==> src/rtl/pressure_alarm_controller.sv <==
// Persistence-filtered pressure alarm with operator silence, sustained-normal clear
// and a saturating alarm event counter.
module pressure_alarm_controller #(
  parameter int unsigned TRIGGER_COUNT = 4,
  parameter int unsigned CLEAR_COUNT   = 8,
  parameter int unsigned CNT_W         = 4
) (
  input  logic       clk,
  input  logic       rst,
  input  logic       sampleValid,
  input  logic       pressureAbnormality,
  input  logic       alarmAck,
  output logic       alarm,
  output logic       alarmLatched,
  output logic [1:0] state,
  output logic [7:0] eventCount
);

  typedef enum logic [1:0] {
    NORMAL   = 2'd0,
    SUSPECT  = 2'd1,
    ALARM    = 2'd2,
    SILENCED = 2'd3
  } stateT;

  localparam logic [CNT_W-1:0] TRIG_LIM  = CNT_W'(TRIGGER_COUNT);
  localparam logic [CNT_W-1:0] CLEAR_LIM = CNT_W'(CLEAR_COUNT);

  stateT            stateReg;
  logic [CNT_W-1:0] streak;
  logic [CNT_W-1:0] clearCnt;

  logic             validAbn;
  logic             validNorm;
  logic [CNT_W-1:0] streakInc;
  logic             hitTrigger;
  logic [CNT_W-1:0] clearNext;
  logic             clearDone;

  assign state     = stateReg;
  assign validAbn  = sampleValid & pressureAbnormality;
  assign validNorm = sampleValid & ~pressureAbnormality;

  // Streak is always 0 in NORMAL, so the first abnormal sample starts the run at 1.
  assign streakInc  = (stateReg == NORMAL) ? CNT_W'(1) : streak + CNT_W'(1);
  assign hitTrigger = (streakInc == TRIG_LIM);

  // Clear counter after this cycle's sample, saturating at the clear threshold.
  always_comb begin
    clearNext = clearCnt;
    if (validAbn) begin
      clearNext = '0;
    end else if (validNorm && (clearCnt != CLEAR_LIM)) begin
      clearNext = clearCnt + CNT_W'(1);
    end
  end
  assign clearDone = (clearNext == CLEAR_LIM);

  always_ff @(posedge clk) begin
    if (rst) begin
      stateReg     <= NORMAL;
      alarm        <= 1'b0;
      alarmLatched <= 1'b0;
      eventCount   <= 8'd0;
      streak       <= '0;
      clearCnt     <= '0;
    end else begin
      case (stateReg)
        NORMAL, SUSPECT: begin
          if (validAbn) begin
            if (hitTrigger) begin
              stateReg     <= ALARM;
              alarm        <= 1'b1;
              alarmLatched <= 1'b1;
              streak       <= '0;
              clearCnt     <= '0;
              if (eventCount != 8'hFF) eventCount <= eventCount + 8'd1;
            end else begin
              stateReg <= SUSPECT;
              streak   <= streakInc;
            end
          end else if (validNorm) begin
            stateReg <= NORMAL;
            streak   <= '0;
          end
        end
        ALARM: begin
          if (alarmAck) begin
            stateReg     <= clearDone ? NORMAL : SILENCED;
            alarm        <= 1'b0;
            alarmLatched <= ~clearDone;
            clearCnt     <= '0;
            streak       <= '0;
          end else begin
            clearCnt <= clearNext;
          end
        end
        SILENCED: begin
          if (validNorm && clearDone) begin
            stateReg     <= NORMAL;
            alarmLatched <= 1'b0;
            clearCnt     <= '0;
            streak       <= '0;
          end else begin
            clearCnt <= clearNext;
          end
        end
        default: begin
          stateReg     <= NORMAL;
          alarm        <= 1'b0;
          alarmLatched <= 1'b0;
          streak       <= '0;
          clearCnt     <= '0;
        end
      endcase
    end
  end

endmodule

==> config.mk <==
export PLATFORM = sky130hd
export DESIGN_NAME = pressure_alarm_controller
export DESIGN_NICKNAME = d
export VERILOG_FILES = /design/src/rtl/pressure_alarm_controller.sv
export SDC_FILE = /design/constraint.sdc
export NUM_CORES = 1
export LEC_CHECK = 0
export BUFFER_PORTS_ARGS = -buffer_cell sky130_fd_sc_hd__buf_2
export CORE_MARGIN = 3
export CORE_UTILIZATION = 55
export CTS_BUF_LIST = sky130_fd_sc_hd__clkbuf_2 sky130_fd_sc_hd__clkbuf_4 sky130_fd_sc_hd__clkbuf_8
export DETAILED_ROUTE_END_ITERATION = 8
export PLACE_DENSITY = 0.77
export SYNTH_ARGS = -nofsm -noshare
export SYNTH_HDL_FRONTEND = slang
export SYNTH_SLANG_ARGS = --single-unit
==> constraint.sdc <==
create_clock -name clk -period 5.35 [get_ports clk]
set_input_delay 0.2675 -clock clk [delete_from_list [all_inputs] [get_ports clk]]
set_output_delay 0.2675 -clock clk [all_outputs]
set_load 0.02 [all_outputs]
Yosys cells after proc, flatten, opt, wreduce, memory -nomap -nowiden
Index checks and enable logic that the tools add are counted.
{"block": "totals", "ff_bits": 20, "latch_bits": 0, "ramBits": 0, "mem_bits_ro": 0, "input_bits": 5, "out_inout_bits": 12, "wordCells": 63, "memories": 0}
{"block": "op_classes", "n_addsub": 3, "multipliers": 0, "n_div": 0, "n_lt_le_gt_ge": 0, "n_eq_ne": 12, "n_shift": 0, "mux": 28, "n_bitwise": 4, "n_reduce_logical": 10}
{"cell": "4-bit two-way mux", "n": 12}
{"cell": "4-bit one-hot mux with 3 select lines", "n": 2}
{"cell": "2-bit two-way mux", "n": 6}
{"cell": "4-bit AND reduction", "n": 3}
{"cell": "4-bit by 1-bit adder with 4-bit output (second input constant)", "n": 2}
{"cell": "8-bit by 1-bit adder with 8-bit output (second input constant)", "n": 1}
{"cell": "2-bit != test (second input constant)", "n": 4}
{"cell": "8-bit != test (second input constant)", "n": 1}
{"cell": "2-bit one-hot mux with 3 select lines", "n": 1}
{"cell": "1-bit two-way mux", "n": 5}
{"cell": "2-bit equality test (second input constant)", "n": 2}
{"cell": "4-bit by 3-bit equality test with 1-bit output (second input constant)", "n": 1}
{"cell": "4-bit equality test (second input constant)", "n": 1}
{"cell": "4-bit != test (second input constant)", "n": 1}
{"cell": "3-bit != test (second input constant)", "n": 1}
{"cell": "1-bit one-hot mux with 3 select lines", "n": 1}
{"cell": "3-bit AND reduction", "n": 1}
{"cell": "1-bit bitwise AND", "n": 2}
{"cell": "2-bit by 1-bit equality test with 1-bit output (second input constant)", "n": 1}
{"cell": "1-bit logical AND", "n": 2}
{"cell": "2-bit logical NOT", "n": 1}
{"cell": "1-bit NOT", "n": 2}
{"cell": "1-bit one-hot mux with 2 select lines", "n": 1}
{"cell": "2-bit AND reduction", "n": 1}
{"cell": "other kinds (2)", "n": 2}

Depth between registers and ports, before layout
{"block": "logic_depth", "word_depth": 9, "depth_mapped": 7, "ltp_nobuf": 7}

Worst setup path before layout
No wires, ideal clock.
{"block": "synth_timing", "kind": "register to register", "start": "register clearCnt[0]", "end": "register alarmLatched", "setup_ns": 0.103, "t_arrival_ns": 1.761, "required_ns": 5.247, "path_slack_ns": 3.485, "stages_incl_launch_ff": 7, "n_path_buf": 0, "synth_period_minus_slack_ns": 1.865, "path_cell_list": "dfxtp_1 inv_1 ha_1 o221ai_1 o2111ai_2 o31a_1 a2111oi_2"}
{"block": "synth_via", "elab_chain_cells": 8, "elab_cells_between_ends": 12, "cone_classes": "add/sub (1); eq/ne (3); mux (4); bitwise (1); reduce/logical (3)"}
{"item": "from (decl)", "line_no": "31", "rtl": "logic [CNT_W-1:0] clearCnt;"}
{"item": "from (signal assigned)", "line_no": "95", "rtl": "clearCnt <= clearNext;"}
{"item": "from (signal assigned)", "line_no": "105", "rtl": "clearCnt <= clearNext;"}
{"item": "branches (longest 2 deep; another with 4-bit by 1-bit adder with 4-bit output)"}
{"item": "4-bit two-way mux (*)", "line_no": "53", "rtl": "end else if (validNorm && (clearCnt != CLEAR_LIM)) begin"}
{"item": "4-bit two-way mux (*)", "line_no": "51", "rtl": "if (validAbn) begin"}
{"item": "4-bit equality test (*)", "line_no": "57", "rtl": "assign clearDone = (clearNext == CLEAR_LIM);"}
{"item": "1-bit logical AND / 1-bit NOT (equally long branches)", "line_no": "99, 91"}
{"item": "2-bit != test (no source line) / 1-bit two-way mux (equally long branches)"}
{"item": "4-bit AND reduction (no source line) / 1-bit one-hot mux with 3 select lines (equally long branches)"}
{"item": "to (signal assigned)", "line_no": "91", "rtl": "alarmLatched <= ~clearDone;"}
{"item": "to (decl)", "line_no": "14", "rtl": "output logic alarmLatched,"}
Every way passes the cells marked *. The select of a mux whose other input is x is not followed.
A chain may end at the register's enable or synchronous reset.

Final worst setup path
{"block": "layout_timing", "start": "register streak[0]", "end": "register eventCount[3]"}
{"block": "layout_via", "elab_chain_cells": 4}
{"item": "from (decl)", "line_no": "30", "rtl": "logic [CNT_W-1:0] streak;"}
{"item": "from (signal assigned)", "line_no": "80", "rtl": "streak <= streakInc;"}
{"item": "4-bit by 1-bit adder with 4-bit output", "line_no": "45", "rtl": "assign streakInc = (stateReg == NORMAL) ? CNT_W'(1) : streak + CNT_W'(1);"}
{"item": "4-bit two-way mux", "line_no": "45"}
{"item": "4-bit by 3-bit equality test with 1-bit output", "line_no": "46", "rtl": "assign hitTrigger = (streakInc == TRIG_LIM);"}
{"item": "4-bit AND reduction (no source line)"}
{"item": "to (signal assigned)", "line_no": "77", "rtl": "if (eventCount != 8'hFF) eventCount <= eventCount + 8'd1;"}
{"item": "to (decl)", "line_no": "16", "rtl": "output logic [7:0] eventCount"}
No other way between the ends.

==> Flow_metrics.wiki <==
{| class="wikitable"
! Metric !! Value
|-
| Total area of multi-input combinational cells || 705.7 um2
|-
| HPWL after detailed placement || 1.742 mm
|-
| Startpoint of the worst register-to-register path || streak[0]$_SDFFE_PP0P_
|-
| Synth-to-layout area growth || 10.95%
|-
| Total overflow reported by the global router || 0
|-
| # diodes || 0
|-
| Area enclosed by the die boundary || 2683 um2
|-
| Post-Syn Area per Cell || 8.182 um2
|-
| Tot GR Track Use || 0.2156
|-
| Final-report setup violation count || 0
|-
| Critical setup path kind || flop to flop
|-
| Fill cells || 161
|-
| WL/cell || 13.25 um
|-
| Number of library cell types mapped by synthesis || 48
|-
| Relative slew margins || 0.3613
|-
| Placed Cells incl. Taps || 177
|-
| Number of cells on the worst reg-to-reg path || 6
|-
| Transition at the pin with the smallest max-transition slack || 0.9571 ns
|-
| Unrepaired setup endpoints after global routing || no
|-
| CP max stage delay || 0.63 ns
|-
| Initial antenna violation count || 0
|-
| Number of port buffers || 16
|-
| Fraction of synthesis flops using an asynchronous set or reset pin || 0
|-
| Post-Layout Cell Count || 181
|-
| Proportion of synthesized chip area in sequential cells || 0.3471
|-
| DRC violation count after routing || 0
|-
| # H-tree levels || 1
|-
| Register clock-pin slew on the reported worst setup and hold paths || 0.12 ns
|-
| Share of the clock period used by the worst path || 0.4338
|-
| WP data arrival || 2.56 ns
|-
| Top cell type by total area after synthesis || dfxtp_1
|-
| Tightest Hold Check Type || input port to flop
|-
| IR drop worst, VDD || 0.0001737 V
|-
| Average via count per standard cell || 5.945
|-
| Final critical-path setup slack || 3.029 ns
|-
| Cell count along the critical path || 6
|-
| Maximum number of pins on one net before global-route repair || 19
|-
| Critical Path RT || 5.59 ns
|-
| Gate count after technology mapping || 141
|-
| Final Max Tran Viols || 0
|-
| Effective utilization at floorplan || 0.6209
|-
| Final core utilization || 0.6889
|-
| Total power divided by cell area || 201.6 nW/um2
|-
| Proportion of netlist area held by the largest area contributor || 0.3471
|-
| Post-Synthesis Net Count || 150
|-
| Total iterations of the first detailed-routing run || 4
|-
| Total wire length || 2.398 mm
|-
| Worst Skew || 0.006392 ns
|-
| Commonest register cell after synthesis || dfxtp_1
|-
| Result of the run || finished, final reports clean
|-
| Last element of the critical path || eventCount[3]$_SDFFE_PP0P_
|-
| Synth warnings || 0
|-
| Cells traversed along the worst timing path || ha_1 -> nand2b_1 -> a21oi_2 -> o2111ai_1 -> or4_1 -> a21oi_1
|-
| Capturing element type of the critical path || flop
|-
| Number of sinks handled by clock tree synthesis || 20
|-
| TritonCTS clock tree || yes
|-
| Die height || 51.80 um
|-
| Final Net Count || 166
|-
| Critical path peak fanout || 14
|-
| Fmax || 430.9 MHz
|-
| Bufs on Longest Clock Path || 2
|-
| Cell row count || 15
|-
| Worst skew pair latency || 0.30 ns
|-
| Critical path buffer and inverter count || 0
|-
| Number of vias in the routed layout || 1,076
|-
| Count of hold-fix buffers inserted at cts || 0
|-
| Post-synthesis instance area || 1154 um2
|-
| Core outline area || 1858 um2
|-
| Horiz. Die Dim || 51.80 um
|-
| Time the worst path needs with I/O delays and setup || 2.321 ns
|-
| Number of global-route vias before repair || 1,019
|-
| Number of buffers inserted to repair setup after CTS || 0
|-
| Critical hold path startpoint || rst
|-
| FF+latch area || 400.4 um2
|-
| Crit Reg-Reg Endpoint || eventCount[3]$_SDFFE_PP0P_
|-
| Clock buffer count from CTS || 3
|-
| Gates resized, CTS repair || 0
|-
| Setup TNS || 0 ns
|-
| Number of register bits inferred by synthesis || 20
|-
| Post-route antenna net violation count || 0
|-
| Last weighted congestion value of the routability-driven placer || 0.8106
|-
| Root buffer selected by CTS || clkbuf_4
|-
| Worst setup path startpoint || streak[0]$_SDFFE_PP0P_
|-
| Endpoints failing hold || 0
|-
| Family with the most delay on the worst path || simple AND/OR/NAND/NOR gates
|-
| Maximum capacitance violations || 0
|-
| Setup WS pre-CTS || 3.042 ns
|-
| Sort of element at the start of the critical path || flop
|-
| Count of flip-flops with a built-in enable after synthesis || 0
|-
| Cell with the largest stage delay on the worst path || or4_1
|-
| Layout cells sized above 1 || 0.1859
|-
| Synth top area cells || dfxtp_1 35%, a21oi_1 5.6%, ha_1 4.3%
|-
| Cell leakage power || 0.4779 nW
|-
| Global-route wire length before repair || 4.429 mm
|-
| Number of top-level pins || 17
|-
| Initial DRC Count || 31
|-
| Minimum setup slack among reg-to-reg paths || 3.03 ns
|}
-- state kept, by name (all words and copies together), names as in the netlist --
signal        count
eventCount        8
clearCnt          4
streak            4
state             2
alarm             1
alarmLatched      1
-- cells in the mapped netlist, types with 4 or more instances --
| master | instances |
|---|---|
| dfxtp_1 | 20 |
| a21oi_1 | 13 |
| nand2_1 | 12 |
| nor2_1 | 10 |
| o21ai_1 | 7 |
| inv_1 | 6 |
| nand3_1 | 6 |
| ha_1 | 4 |
| o31ai_1 | 4 |
| or4_1 | 4 |
-- power breakdown --
group / total [W] / switching, W / leakage (nW) / internal [W]
combinational: 0.0000170 / 0.0000113 / 0.296 / 0.00000570
sequential: 0.000152 / 0.00000183 / 0.161 / 0.000150
clock: 0.0000894 / 0.0000479 / 0.0210 / 0.0000415
total: 0.000258 / 0.0000610 / 0.478 / 0.000197
-- how the worst min path moves through the flow --
stage / end / slack [ns] / cells after the start
6_report: eventCount[0]$_SDFFE_PP0P_ / 0.33 / 2
5_1_grt: alarm$_SDFFE_PP0P_ / 0.35 / 4
4_1_cts: alarm$_SDFFE_PP0P_ / 0.32 / 4
3_5_place_dp: alarm$_SDFFE_PP0P_ / 0.45 / 2
3_3_place_gp: alarm$_SDFFE_PP0P_ / 0.44 / 2
2_1_floorplan: streak[3]$_SDFFE_PP0P_ / 0.50 / 1
-- logic make-up after synthesis --
logic type	synth area share
compound gates	0.2798
xor+xnor	0.01519
fa+ha+maj	0.04339
buf+inv	0.04121
flops	0.3471
mux	0.008677
simple gates	0.2646
-- metal layers --
layer / global-route usage / routed length [um] / vias to the layer above
met4: 0.08297 / 23 / 0
li1: - / - / 561
met1: 0.2837 / 1178 / 487
met3: 0.04011 / 108 / 4
met5: 0 / 0 / -
met2: 0.3475 / 1088 / 24
-- metrics by stage --
step / hold slack [ns] / power, W / instance area, um2
after floorplan: 0.4973 / 0.0001661 / 1154
after global placement: 0.4412 / 0.0001712 / 1244
after detailed placement: 0.4528 / 0.0001717 / 1244
after CTS: 0.3165 / 0.0002611 / 1280
after global routing: 0.3494 / 0.0002664 / 1280
final: 0.3330 / 0.0002580 / 1280
-- layout by cell type (no fill, tap or decap), types with 2 or more instances in the layout --
cell,netlist,layout
and2_1,2,2
and3_1,3,3
o31ai_1,4,4
or4_1,4,4
clkbuf_4,0,3
inv_1,6,6
nor2b_1,2,2
buf_2,2,16
a31oi_1,2,2
o21ai_1,7,7
nand2_1,12,12
nand3_1,6,6
ha_1,4,4
nand2b_1,2,2
nand3b_1,2,2
a21oi_1,13,13
dfxtp_1,20,20
a22o_1,2,2
o21ai_0,3,3
nor2_1,10,10
or3_1,3,3
nand4_1,3,3
o31a_1,2,2
-- worst register-to-register path: stages, from the launching register on --
cell and delay (ns):
dfxtp_1 0.36, ha_1 0.31, nand2b_1 0.16, a21oi_2 0.16, o2111ai_1 0.48, or4_1 0.63, a21oi_1 0.14
-- final cells by class --
type | count | area share
multi-input combinational | 109 | 0.5513
inverter | 7 | 0.02053
tap | 25 | 0.02444
timing repair buffer | 16 | 0.06256
clock buffer | 4 | 0.02835
sequential | 20 | 0.3128
(Power assumes the default switching activity.)
